--- src/rtl/decode_pkg.sv ---
`default_nettype none
// ============================================================================
//  Module      : decode_pkg
//  Description : Shared RV decode definitions: major opcodes, instruction
//                format encoding and funct3 values relevant to legality.
//                Used by the decode stage and the downstream issue stage.
//  Revision    : 1.0  initial release
// ============================================================================
package decode_pkg;

    // Major opcodes, instr[6:0]
    localparam logic [6:0] c_OPC_LOAD      = 7'b0000011;
    localparam logic [6:0] c_OPC_MISC_MEM  = 7'b0001111;
    localparam logic [6:0] c_OPC_OP_IMM    = 7'b0010011;
    localparam logic [6:0] c_OPC_AUIPC     = 7'b0010111;
    localparam logic [6:0] c_OPC_OP_IMM_32 = 7'b0011011;
    localparam logic [6:0] c_OPC_STORE     = 7'b0100011;
    localparam logic [6:0] c_OPC_OP        = 7'b0110011;
    localparam logic [6:0] c_OPC_LUI       = 7'b0110111;
    localparam logic [6:0] c_OPC_OP_32     = 7'b0111011;
    localparam logic [6:0] c_OPC_BRANCH    = 7'b1100011;
    localparam logic [6:0] c_OPC_JALR      = 7'b1100111;
    localparam logic [6:0] c_OPC_JAL       = 7'b1101111;
    localparam logic [6:0] c_OPC_SYSTEM    = 7'b1110011;

    // Instruction format classification carried with each decoded beat
    typedef enum logic [2:0] {
        FMT_R    = 3'd0,
        FMT_I    = 3'd1,
        FMT_S    = 3'd2,
        FMT_B    = 3'd3,
        FMT_U    = 3'd4,
        FMT_J    = 3'd5,
        FMT_CSR  = 3'd6,
        FMT_NONE = 3'd7
    } fmt_e;

    // funct3 values that matter for legality
    localparam logic [2:0] c_F3_LD_D     = 3'd3;  // LD / SD: RV64 only
    localparam logic [2:0] c_F3_LD_WU    = 3'd6;  // LWU: RV64 only
    localparam logic [2:0] c_F3_LD_RSVD  = 3'd7;  // reserved load width
    localparam logic [2:0] c_F3_BR_RSVD0 = 3'd2;  // reserved branch conditions
    localparam logic [2:0] c_F3_BR_RSVD1 = 3'd3;
    localparam logic [2:0] c_F3_JALR     = 3'd0;  // only legal JALR funct3
    localparam logic [2:0] c_F3_PRIV     = 3'd0;  // SYSTEM non-CSR group

endpackage
`default_nettype wire

--- src/rtl/imm_gen.sv ---
`default_nettype none
// ============================================================================
//  Module      : imm_gen
//  Description : Combinational format classifier, immediate generator and
//                illegal-encoding detector for one 32-bit RV instruction.
//  Ports       : instr_i      raw instruction
//                imm_o        immediate extended to XLEN (0 if not valid)
//                imm_valid_o  immediate is meaningful for this format
//                fmt_o        format class (FMT_NONE for illegal beats)
//                illegal_o    encoding is illegal for this XLEN
//  Revision    : 1.0  initial release
// ============================================================================
module imm_gen
    import decode_pkg::*;
#(
    parameter int XLEN = 32
) (
    input  logic [31:0]     instr_i,
    output logic [XLEN-1:0] imm_o,
    output logic            imm_valid_o,
    output fmt_e            fmt_o,
    output logic            illegal_o
);

    localparam bit c_RV32 = (XLEN == 32);

    logic [6:0]  w_opcode;
    logic [2:0]  w_f3;
    fmt_e        w_fmt;
    logic        w_ill;
    logic [31:0] w_imm32;

    assign w_opcode = instr_i[6:0];
    assign w_f3     = instr_i[14:12];

    always_comb begin
        w_fmt   = FMT_NONE;
        w_ill   = 1'b0;
        w_imm32 = '0;

        case (w_opcode)
            c_OPC_OP_IMM, c_OPC_MISC_MEM: w_fmt = FMT_I;
            c_OPC_LOAD: begin
                w_fmt = FMT_I;
                w_ill = (w_f3 == c_F3_LD_RSVD) ||
                        (c_RV32 && ((w_f3 == c_F3_LD_D) || (w_f3 == c_F3_LD_WU)));
            end
            c_OPC_JALR: begin
                w_fmt = FMT_I;
                w_ill = (w_f3 != c_F3_JALR);
            end
            c_OPC_OP_IMM_32: begin
                w_fmt = FMT_I;
                w_ill = c_RV32;
            end
            c_OPC_STORE: begin
                w_fmt = FMT_S;
                w_ill = w_f3[2] || (c_RV32 && (w_f3 == c_F3_LD_D));
            end
            c_OPC_BRANCH: begin
                w_fmt = FMT_B;
                w_ill = (w_f3 == c_F3_BR_RSVD0) || (w_f3 == c_F3_BR_RSVD1);
            end
            c_OPC_LUI, c_OPC_AUIPC: w_fmt = FMT_U;
            c_OPC_JAL:              w_fmt = FMT_J;
            c_OPC_SYSTEM:           w_fmt = (w_f3 == c_F3_PRIV) ? FMT_I : FMT_CSR;
            c_OPC_OP:               w_fmt = FMT_R;
            c_OPC_OP_32: begin
                w_fmt = FMT_R;
                w_ill = c_RV32;
            end
            default: w_ill = 1'b1;
        endcase

        // Compressed / non-32-bit encodings never reach a valid opcode above,
        // but keep the check explicit so the intent survives opcode table edits.
        if (instr_i[1:0] != 2'b11) begin
            w_ill = 1'b1;
        end

        // Illegal beats are stripped to NONE so no immediate leaks downstream.
        if (w_ill) begin
            w_fmt = FMT_NONE;
        end

        case (w_fmt)
            FMT_I:   w_imm32 = {{20{instr_i[31]}}, instr_i[31:20]};
            FMT_S:   w_imm32 = {{20{instr_i[31]}}, instr_i[31:25], instr_i[11:7]};
            FMT_B:   w_imm32 = {{19{instr_i[31]}}, instr_i[31], instr_i[7],
                                instr_i[30:25], instr_i[11:8], 1'b0};
            FMT_U:   w_imm32 = {instr_i[31:12], 12'b0};
            FMT_J:   w_imm32 = {{11{instr_i[31]}}, instr_i[31], instr_i[19:12],
                                instr_i[20], instr_i[30:21], 1'b0};
            FMT_CSR: w_imm32 = {27'b0, instr_i[19:15]};   // zimm, zero-extended
            default: w_imm32 = '0;
        endcase
    end

    // Bit 31 of w_imm32 already holds the sign (0 for zimm), so a signed
    // widening cast gives the correct XLEN extension for every format.
    assign imm_o       = XLEN'($signed(w_imm32));
    assign imm_valid_o = (w_fmt != FMT_R) && (w_fmt != FMT_NONE);
    assign fmt_o       = w_fmt;
    assign illegal_o   = w_ill;

endmodule
`default_nettype wire

--- src/rtl/decode_stage.sv ---
`default_nettype none
// ============================================================================
//  Module      : decode_stage
//  Description : Registered RV decode stage between fetch and issue.
//                One instruction + PC per beat over valid/ready; decodes on
//                entry and registers the result (1-cycle latency). Optional
//                2-entry skid buffer gives a registered in_ready.
//  Ports       : clk, rst_n (async active-low), flush_i
//                in_valid_i/in_ready_o, in_instr_i, in_pc_i   upstream beat
//                out_valid_o/out_ready_i, out_pc_o, out_opcode_o, out_rd_o,
//                out_rs1_o, out_rs2_o, out_funct3_o, out_funct7_o, out_imm_o,
//                out_imm_valid_o, out_fmt_o, out_illegal_o    decoded beat
//  Revision    : 1.0  initial release
// ============================================================================
module decode_stage
    import decode_pkg::*;
#(
    parameter int XLEN = 32,
    parameter bit SKID = 1'b1
) (
    input  logic            clk,
    input  logic            rst_n,
    input  logic            flush_i,
    input  logic            in_valid_i,
    output logic            in_ready_o,
    input  logic [31:0]     in_instr_i,
    input  logic [XLEN-1:0] in_pc_i,
    output logic            out_valid_o,
    input  logic            out_ready_i,
    output logic [XLEN-1:0] out_pc_o,
    output logic [6:0]      out_opcode_o,
    output logic [4:0]      out_rd_o,
    output logic [4:0]      out_rs1_o,
    output logic [4:0]      out_rs2_o,
    output logic [2:0]      out_funct3_o,
    output logic [6:0]      out_funct7_o,
    output logic [XLEN-1:0] out_imm_o,
    output logic            out_imm_valid_o,
    output logic [2:0]      out_fmt_o,
    output logic            out_illegal_o
);

    // Beat layout, LSB first: illegal, fmt[2:0], imm_valid, imm, instr, pc
    localparam int c_PW      = 2 * XLEN + 37;
    localparam int c_IMM_LSB = 5;
    localparam int c_INS_LSB = XLEN + 5;
    localparam int c_PC_LSB  = XLEN + 37;

    logic [XLEN-1:0] w_imm;
    logic            w_imm_valid;
    fmt_e            w_fmt;
    logic            w_illegal;
    logic [c_PW-1:0] w_in_beat;
    logic            w_accept;

    logic [c_PW-1:0] out_q, out_d;
    logic            out_valid_q, out_valid_d;
    logic [c_PW-1:0] skid_q, skid_d;
    logic            skid_valid_q, skid_valid_d;

    imm_gen #(
        .XLEN (XLEN)
    ) u_imm_gen (
        .instr_i     (in_instr_i),
        .imm_o       (w_imm),
        .imm_valid_o (w_imm_valid),
        .fmt_o       (w_fmt),
        .illegal_o   (w_illegal)
    );

    assign w_in_beat = {in_pc_i, in_instr_i, w_imm, w_imm_valid, w_fmt, w_illegal};

    generate
        if (SKID) begin : g_skid
            // Registered ready: one free skid slot absorbs the beat that was
            // already in flight when the output stalled.
            assign in_ready_o = !skid_valid_q;
        end else begin : g_no_skid
            assign in_ready_o = !out_valid_q || out_ready_i;
        end
    endgenerate

    assign w_accept = in_valid_i && in_ready_o;

    always_comb begin
        out_d        = out_q;
        out_valid_d  = out_valid_q;
        skid_d       = skid_q;
        skid_valid_d = skid_valid_q;

        if (flush_i) begin
            // Drop everything held, including a beat accepted this cycle.
            out_valid_d  = 1'b0;
            skid_valid_d = 1'b0;
        end else if (!out_valid_q || out_ready_i) begin
            // Output slot frees up: the older skid beat has priority. While the
            // skid is full in_ready is low, so no new beat competes with it.
            if (skid_valid_q) begin
                out_d        = skid_q;
                out_valid_d  = 1'b1;
                skid_valid_d = 1'b0;
            end else begin
                out_valid_d = w_accept;
                if (w_accept) begin
                    out_d = w_in_beat;
                end
            end
        end else if (w_accept) begin
            // Output stalled: park the incoming beat (only reachable with SKID).
            skid_d       = w_in_beat;
            skid_valid_d = 1'b1;
        end
    end

    always_ff @(posedge clk or negedge rst_n) begin
        if (!rst_n) begin
            out_q        <= '0;
            out_valid_q  <= 1'b0;
            skid_q       <= '0;
            skid_valid_q <= 1'b0;
        end else begin
            out_q        <= out_d;
            out_valid_q  <= out_valid_d;
            skid_q       <= skid_d;
            skid_valid_q <= skid_valid_d;
        end
    end

    assign out_valid_o     = out_valid_q;
    assign out_pc_o        = out_q[c_PC_LSB +: XLEN];
    assign out_opcode_o    = out_q[c_INS_LSB +: 7];
    assign out_rd_o        = out_q[c_INS_LSB + 7 +: 5];
    assign out_funct3_o    = out_q[c_INS_LSB + 12 +: 3];
    assign out_rs1_o       = out_q[c_INS_LSB + 15 +: 5];
    assign out_rs2_o       = out_q[c_INS_LSB + 20 +: 5];
    assign out_funct7_o    = out_q[c_INS_LSB + 25 +: 7];
    assign out_imm_o       = out_q[c_IMM_LSB +: XLEN];
    assign out_imm_valid_o = out_q[4];
    assign out_fmt_o       = out_q[3:1];
    assign out_illegal_o   = out_q[0];

endmodule
`default_nettype wire

--- config.mk ---
export PLATFORM = sky130hd
export DESIGN_NAME = decode_stage
export DESIGN_NICKNAME = d
export VERILOG_FILES = /design/src/rtl/decode_pkg.sv /design/src/rtl/imm_gen.sv /design/src/rtl/decode_stage.sv
export SDC_FILE = /design/constraint.sdc
export NUM_CORES = 1
export LEC_CHECK = 0
export ABC_AREA = 1
export CAP_MARGIN = 20
export CORE_ASPECT_RATIO = 0.8
export CORE_MARGIN = 10
export CORE_UTILIZATION = 40
export DETAILED_ROUTE_END_ITERATION = 6
export RECOVER_POWER = 25
export SLEW_MARGIN = 10
export SYNTH_ARGS = -nofsm -noshare
export SYNTH_HDL_FRONTEND = slang
export SYNTH_SLANG_ARGS = --single-unit
--- constraint.sdc ---
create_clock -name clk -period 3.5 [get_ports clk]
set_clock_uncertainty 0.1 [all_clocks]
set_input_delay 0.35 -clock clk [delete_from_list [all_inputs] [get_ports clk]]
set_output_delay 0.35 -clock clk [all_outputs]
set_load 0.02 [all_outputs]
### Word-level counts from Yosys, hierarchy flattened

Index checks and enable logic that the tools add are counted.

| cells by class | value |
|---|---|
| equal/unequal tests | 25 |
| bitwise gates (word level) | 2 |
| muxes and demuxes | 14 |
| reductions and logical operators | 21 |

Operator list:

| cell | number |
|---|---|
| 101-bit two-way mux | 2 |
| 32-bit one-hot mux with 6 select lines | 1 |
| 7-bit by 6-bit == test with 1-bit output (second input constant) | 4 |
| 7-bit == test (second input constant) | 4 |
| 7-bit by 5-bit == test with 1-bit output (second input constant) | 3 |
| 3-bit one-hot mux with 7 select lines | 1 |
| 3-bit == test (second input constant) | 5 |
| 3-bit by 2-bit == test with 1-bit output (second input constant) | 4 |
| 3-bit nonzero test | 3 |
| 7-bit by 2-bit == test with 1-bit output (second input constant) | 1 |
| 7-bit by 4-bit == test with 1-bit output (second input constant) | 1 |
| 1-bit two-way mux | 7 |
| 7-bit OR reduction | 1 |
| 3-bit two-way mux | 2 |
| 3-bit AND reduction | 2 |
| 1-bit logical OR | 5 |
| 1-bit one-hot mux with 5 select lines | 1 |
| 5-bit OR reduction | 1 |
| 2-bit nonzero test | 2 |
| 2-bit OR reduction | 2 |
| 3-bit by 1-bit == test with 1-bit output (second input constant) | 1 |
| 3-bit zero test | 1 |
| 3-bit != test (second input constant) | 1 |
| 1-bit logical AND | 2 |
| 3 further kinds | 5 |

| storage, ports and cells | value |
|---|---|
| logic and storage cells | 66 |
| bits of input ports | 69 |
| output and inout port bits | 103 |
| flip-flop bits (word level) | 204 |

### Depth between registers and ports, before layout

Gate-level depths: netlist of run 1.

| depth | value |
|---|---|
| depth in word-level cells | 10 |
| gate-level depth with buffers | 18 |
| gate-level depth less buffers | 17 |

### By module

Synthesis of run 1 repeated with hierarchy kept, for this count alone.

| second synthesis, totals | value |
|---|---|
| cell total of the unflattened synthesis | 1390 |
| area, all modules | 10212.3 µm² |

By module, submodules not included:

| module | cells an instance | instances | area an instance (µm²) |
|---|---|---|---|
| decode_stage | 1217 | 1 | 9261.4 |
| imm_gen | 173 | 1 | 950.9 |

### Worst setup path before layout of run 1

No wires, ideal clock.

| timing path | value |
|---|---|
| kind | reg-to-reg |
| from | register out_valid_q (netlist: out_valid_o) |
| to | register skid_q[43] |
| period minus slack after synthesis | 1.972 ns |
| stages on the path, launching flop included | 12 |
| setup slack | 1.528 ns |
| data arrival time | 1.742 ns |
| cells stage by stage | dfrtp_1 inv_1 nor2_1 inv_1 nor2_1 inv_1 nor3_2 clkinv_1 clkbuf_1 clkbuf_1 nand2_1 o21ai_0 |

| on the way | value |
|---|---|
| word-level cells in the longest chain between the ends | 4 |

Ends and longest elaborated chain:

| what | RTL line | RTL |
|---|---|---|
| start, declared | decode_stage.sv:57 | `logic out_valid_q, out_valid_d;` |
| start signal, assigned | decode_stage.sv:123 | `out_valid_q <= out_valid_d;` |
| 1-bit zero test | decode_stage.sv:95 | `end else if (!out_valid_q \|\| out_ready_i) begin` |
| 1-bit logical OR | decode_stage.sv:95 |  |
| 1-bit NOT (no source line) | -- |  |
| 3-bit AND reduction (no source line) | -- |  |
| end signal, assigned | decode_stage.sv:124 | `skid_q <= skid_d;` |
| end, declared | decode_stage.sv:58 | `logic [c_PW-1:0] skid_q, skid_d;` |

Every way passes these cells.
A chain may end at the register's enable or synchronous reset.

==> results.json, run 1 <==
{
  "status": "complete, but fails checks",
  "violations": "capacitance limit, slew limit",
  "die_h_um": 157,
  "fin_crit_sh_pct": 76.5,
  "antenna_found_initial": 2,
  "drt-vias-per-instance": 4.83,
  "clkPwrFrac_pct": 35.9,
  "drc": 0,
  "fmax_mhz": 374,
  "die_w_um": 191,
  "worstPathRequired_ns": 4.03,
  "cts_made_buffers": 22,
  "syn_nets": 1256,
  "areaGrowthSynthToFinish_pct": 29.1,
  "final_core_util_pct": 53.1,
  "rows": 49,
  "syn_inst": 1187,
  "cts.clk_slew.worst_paths_ns": 0.06,
  "tns_ns": 0,
  "clock_sinks": 204,
  "preCtsSetupSlack_ns": 0.345,
  "worst_slack_ns": 0.823,
  "p_switching_mw": 1.81,
  "io_buffers": 171,
  "drtAntennaViolNets": 0,
  "crit_path_cell_trace": "dlygate4sd3_1, clkbuf_2, buf_4",
  "ys_ff_latch": 204,
  "async_flop_share_pct": 100,
  "synth.avg_cell_area_um2": 7.86,
  "ys_warn_count": 0,
  "die_area_um2": 29900,
  "irDropWorstVdd_mv": 0.300,
  "synth-edff-count": 0,
  "cellPowerDensity_nw_per_um2": 537,
  "cts_max_level": 1,
  "max-cap-violations": 1,
  "crit_arrival_ns": 3.21,
  "place_congestion": 0.872,
  "rsz0062_at_grt": "false",
  "fin_nets": 1396,
  "vias": 7964,
  "first_global_vias": 7444,
  "critPathCaptureType": "asynchronous set/reset pin",
  "layout_min_cycle_time_ns": 2.68,
  "setup_viol": 0,
  "io_pins": 172,
  "cts_setup_buffers": 0,
  "maxSlewViolCount": 89,
  "cts_tree": "done",
  "drt_wl_total_um": 26800,
  "gr-total-overflow": 0,
  "comb_power_share_pct": 19.0,
  "p_leak_nw": 6.26,
  "cp-start-kind": "input pin",
  "path_class": "input pin to asynchronous set/reset pin",
  "clock_path_buffers": 3,
  "synth_ff_type": "dfrtp_1",
  "seq_power_share_pct": 45.2,
  "netSwitchingFraction_pct": 28.0,
  "grt_max_degree": 174,
  "clk_latency_ns": 0.50,
  "post-place-cells": 1608,
  "layoutNonFillerInstCount": 1650,
  "hold_class": "input pin to flip-flop",
  "worst_pin_slew_ns": 2.32,
  "initial_core_util_pct": 41.1,
  "cts_resized": 0,
  "cts-root-buf": "clkbuf_16",
  "hold_viol_final": 0,
  "drtIter0Drc": 635,
  "synth_cell_types": 27,
  "grt_pass1_wl_um": 42800,
  "wl_per_cell_um": 16.2,
  "drive_gt1_share_pct": 7.07,
  "hpwl_um": 18400,
  "slowest_delay_ns": 1.63,
  "cpMaxStageDelayCell": "clkbuf_2",
  "grt_usage_pct": 17.6,
  "p_int_mw": 4.66,
  "ys_seq_area_share_pct": 54.7,
  "slew_headroom_pct": -54.4,
  "cp_max_fo": 89,
  "fp.coreArea_um2": 22700,
  "syn-cell-area_um2": 9330,
  "first_pass_iters": 5
}
## repair_timing
item                       CTS  global route
hold buffers                 1             0
setup endpoints to repair    0             0
hold endpoints to repair    86             0
## metrics by stage
| stage | total power, mW | instance area [um2] | hold slack, ns |
|---|---|---|---|
| floorplan | 3.56 | 9330 | -0.0456 |
| global placement | 4.18 | 11300 | 0.359 |
| detailed placement | 4.21 | 11300 | 0.360 |
| CTS | 6.55 | 12100 | 0.316 |
| global route | 6.81 | 12000 | 0.335 |
| finish | 6.47 | 12000 | 0.336 |
## cells in the final DEF (no fill, tap or decap), types with 4 or more instances in the layout
cell type,synthesis,final
a21oi_1,16,16
buf_12,0,4
buf_4,1,12
clkbuf_16,0,23
clkbuf_8,0,5
clkdlybuf4s50_1,0,170
clkinv_2,0,7
dfrtp_1,204,204
inv_1,80,79
inv_2,6,6
nand2_1,425,425
nand2_2,10,10
nand3_1,26,26
nor2_1,78,78
nor2_2,14,14
nor2_4,4,4
o211ai_1,4,4
o21ai_0,217,217
o21ai_1,17,17
## cell type report
cell class	count	area [um2]
diodes	1	2.50
flip-flops and latches	204	5100
well taps	306	383
inverters	88	335
multi-input cells	823	3610
repair buffers	188	1890
fillers	2190	10600
clock buffers	31	656
clock inverters	9	72.6
## synth_stat cells (2+ instances only)
cell / number / area [um2]
buf_6: 2 / 22.5
o211ai_1: 4 / 30.0
nor2_4: 4 / 45.0
o211ai_2: 2 / 25.0
o21ai_0: 217 / 1090
nor2_1: 78 / 293
nand2_2: 10 / 62.6
dfrtp_1: 204 / 5100
buf_1: 3 / 11.3
clkinv_1: 2 / 7.51
clkbuf_1: 63 / 236
inv_2: 6 / 22.5
nand4_1: 3 / 18.8
inv_1: 80 / 300
o21ai_1: 17 / 85.1
a21oi_1: 16 / 80.1
nor3_1: 2 / 10.0
buf_2: 3 / 15.0
nand3_1: 26 / 130
nand2_1: 425 / 1600
nor2_2: 14 / 87.6
## flip-flops by register name, indices dropped and copies added (netlist names)
register      cells
out_valid_o       1
out_q           101
skid_q          101
skid_valid_q      1
## final timing paths
check / start / endpoint / slack [ns] / depth (start not counted)
setup reg to reg: skid_valid_q / out_q[13] / 0.89 / 6
setup / recovery: rst_n / out_q[27] / 0.82 / 3
min in group asynchronous: rst_n / skid_q[93] / 0.99 / 2
hold reg to reg: skid_q[92] / skid_q[92] / 0.38 / 2
max in group clk: in_instr_i[0] / out_q[25] / 0.86 / 17
hold / removal: in_pc_i[12] / skid_q[81] / 0.34 / 3
## kinds of logic (layout without fill, tap and decap cells)
logic type	after synthesis	after routing	share of synthesized area (%)
and+or+nand+nor	566	566	24.5
AOI/OAI and AO/OA	257	257	14.1
DFF	204	204	54.7
buffers and inverters	160	316	6.68
other	0	1	0
## per-layer routing
metal | track usage [%] | part of all wire, %
met1 | 27.1 | 50
met2 | 24.8 | 42
met3 | 3.33 | 6.5
met4 | 3.82 | 1.9
met5 | 0 | 0
## power by group through the flow
stage / clock, mW / sequential [mW] / combinational [mW]
floorplan: 0 / 3.13 / 0.425
global placement: 0 / 2.95 / 1.23
detailed placement: 0 / 2.96 / 1.25
finish: 2.32 / 2.92 / 1.23
global route: 2.47 / 2.97 / 1.37
CTS: 2.38 / 2.92 / 1.25
## worst max-delay path: cells and delay by family
kind | cells | cell delay (ns)
buffers and inverters | 3 | 2.78
Note: power is estimated with default switching activity, not from simulation.
==> run 2: changes to the inputs <==
==> constraint.sdc (replaced) <==
create_clock -name clk -period 2.5 [get_ports clk]
set_clock_uncertainty 0.1 [all_clocks]
set_input_delay 0.25 -clock clk [delete_from_list [all_inputs] [get_ports clk]]
set_output_delay 0.25 -clock clk [all_outputs]
set_load 0.02 [all_outputs]
==> results.json, run 2 (synthesis gave the netlist of run 1 again) <==
{
  "crit_family": "simple AND/OR/NAND/NOR gates",
  "initial_core_util_pct": 41.1,
  "drive_gt1_share_pct": 9.49,
  "drtAntennaViolNets": 0,
  "grt_max_degree": 115,
  "hold_class": "input pin to flip-flop",
  "status": "complete, but fails checks",
  "cellPowerDensity_nw_per_um2": 755,
  "worst-path-buf-inv": 4,
  "cts-root-buf": "clkbuf_16",
  "cp_max_fo": 6,
  "n_antenna_cell": 0,
  "fin_crit_sh_pct": 87.8,
  "rsz0062_at_grt": "false",
  "cts_max_level": 1,
  "post-place-cells": 1647,
  "cts_resized": 0,
  "clock_sinks": 204,
  "wl_per_cell_um": 15.8,
  "total_power_mw": 9.42,
  "slowest_delay_ns": 0.45,
  "drt-vias-per-instance": 4.73,
  "comb_power_share_pct": 18.6,
  "fmax_mhz": 455,
  "crit_path_cell_trace": "clkdlybuf4s50_1, nor2_1, nand2_1, nand3_1, nand2_1, inv_1, nand2_1, nor2_8, buf_4, nand2_2, nand2_1, nand2_1, nor2_2, buf_4, nor2_2, nand2_1, nand2_1, nand2_1",
  "p_switching_mw": 2.53,
  "drc": 0,
  "clkPwrFrac_pct": 37.9,
  "cpMaxStageDelayCell": "clkdlybuf4s50_1",
  "fill_cells": 2094,
  "slew_headroom_pct": -1.59,
  "cts_made_buffers": 22,
  "die_h_um": 157,
  "worst_pin_slew_ns": 1.52,
  "preCtsSetupSlack_ns": -0.209,
  "clk_latency_ns": 0.50,
  "cts_hold_buf": 1,
  "netSwitchingFraction_pct": 26.8,
  "rows": 49,
  "grt_pass1_wl_um": 42700,
  "fin_nets": 1435,
  "max-cap-violations": 1,
  "place_congestion": 0.820,
  "worst_slack_ns": 0.305,
  "grt_usage_pct": 17.5,
  "violations": "capacitance limit, slew limit",
  "antenna_found_initial": 1,
  "irDropWorstVdd_mv": 0.327,
  "gr-total-overflow": 0,
  "cts_setup_buffers": 0,
  "fp.coreArea_um2": 22700,
  "first_global_vias": 7509,
  "layout_min_cycle_time_ns": 2.20,
  "cts.clk_slew.worst_paths_ns": 0.06,
  "cp_common_cell": "nand2_1",
  "layout_commonest_cell": "nand2_1",
  "crit_arrival_ns": 2.53,
  "maxSlewViolCount": 56,
  "cts_tree": "done",
  "die_area_um2": 29900,
  "drtIter0Drc": 670,
  "p_leak_nw": 6.50,
  "final_area_um2": 12500,
  "die_w_um": 191,
  "io_buffers": 171,
  "worstPathRequired_ns": 2.84,
  "layoutNonFillerInstCount": 1687,
  "clock_path_buffers": 3,
  "cp-start-kind": "input pin",
  "vias": 7986,
  "p_int_mw": 6.89,
  "final_cell_mix": "nand2_1, o21ai_0, dfrtp_1",
  "place_area_um2": 11700,
  "setup_viol": 0,
  "seq_power_share_pct": 43.5,
  "largest_registers": "out_q x101, skid_q x101",
  "drt_wl_total_um": 26700,
  "io_pins": 172,
  "hold_viol_final": 0,
  "first_pass_iters": 5,
  "path_class": "input pin to flip-flop",
  "whs_ns": 0.231,
  "hpwl_um": 18900,
  "areaGrowthSynthToFinish_pct": 33.8,
  "critPathCaptureType": "flip-flop"
}
[run 2: changes by cell type in the layout (fill, tap and decap cells not counted), sizes merged]
cell | before | now
clkinv | 8 | 1
bufinv | 1 | 4
clkinvlp | 1 | 0
buf | 16 | 54
diode | 1 | 0
clkbuf | 32 | 37
[run 2: power by group through the flow]
stage          Sequential, mW  Combinational (mW)  Clock (mW)
2_1_floorplan            4.38               0.595           0
3_3_place_gp             4.13                1.77           0
3_5_place_dp             4.15                1.78           0
4_1_cts                  4.10                1.79        3.66
5_1_grt                  4.16                1.95        3.79
6_report                 4.10                1.75        3.57
[run 2: through the flow]
step | setup TNS [ns] | utilization (%)
floorplan | 0 | -
global placement | -6.87 | 51.5
detailed placement | -7.60 | 51.5
CTS | 0 | 55.1
global route | 0 | 55.0
finish | 0 | 55.0
[run 2: routing by layer]
metal | share of wire, % | vias to the layer above | global-route usage (%) | routed length [um]
li1 | - | 4103 | - | -
met1 | 49 | 3664 | 25.9 | 13200
met2 | 43 | 189 | 25.8 | 11400
met3 | 6.3 | 30 | 3.75 | 1690
met4 | 1.6 | 0 | 3.44 | 437
met5 | 0 | - | 0 | 0
[run 2: cell type report]
class	count	area, um2	area share, %
tap	306	383	3.07
clock inverter	4	120	0.963
clock buffer	35	681	5.45
sequential	204	5100	40.9
multi-input combinational	823	3610	29.0
timing repair buffer	227	2240	17.9
inverter	88	335	2.69
[run 2: tightest hold or removal path: cells and delay by family]
kind | cells | cell delay (ns)
AO/OA/AOI/OAI | 1 | 0.08
buffers and inverters | 2 | 0.45
[run 2: path summary, 6_finish.rpt]
| check | startpoint | end | slack [ns] | cells past startpoint |
|---|---|---|---|---|
| max in group asynchronous | rst_n | out_q[0] | 0.59 | 3 |
| min in group asynchronous | rst_n | skid_q[93] | 0.55 | 2 |
| min reg2reg | skid_q[15] | skid_q[15] | 0.37 | 2 |
| max | in_instr_i[12] | skid_q[31] | 0.30 | 18 |
| min | in_pc_i[12] | skid_q[81] | 0.23 | 3 |
| max reg2reg | skid_valid_q | out_q[4] | 0.68 | 6 |
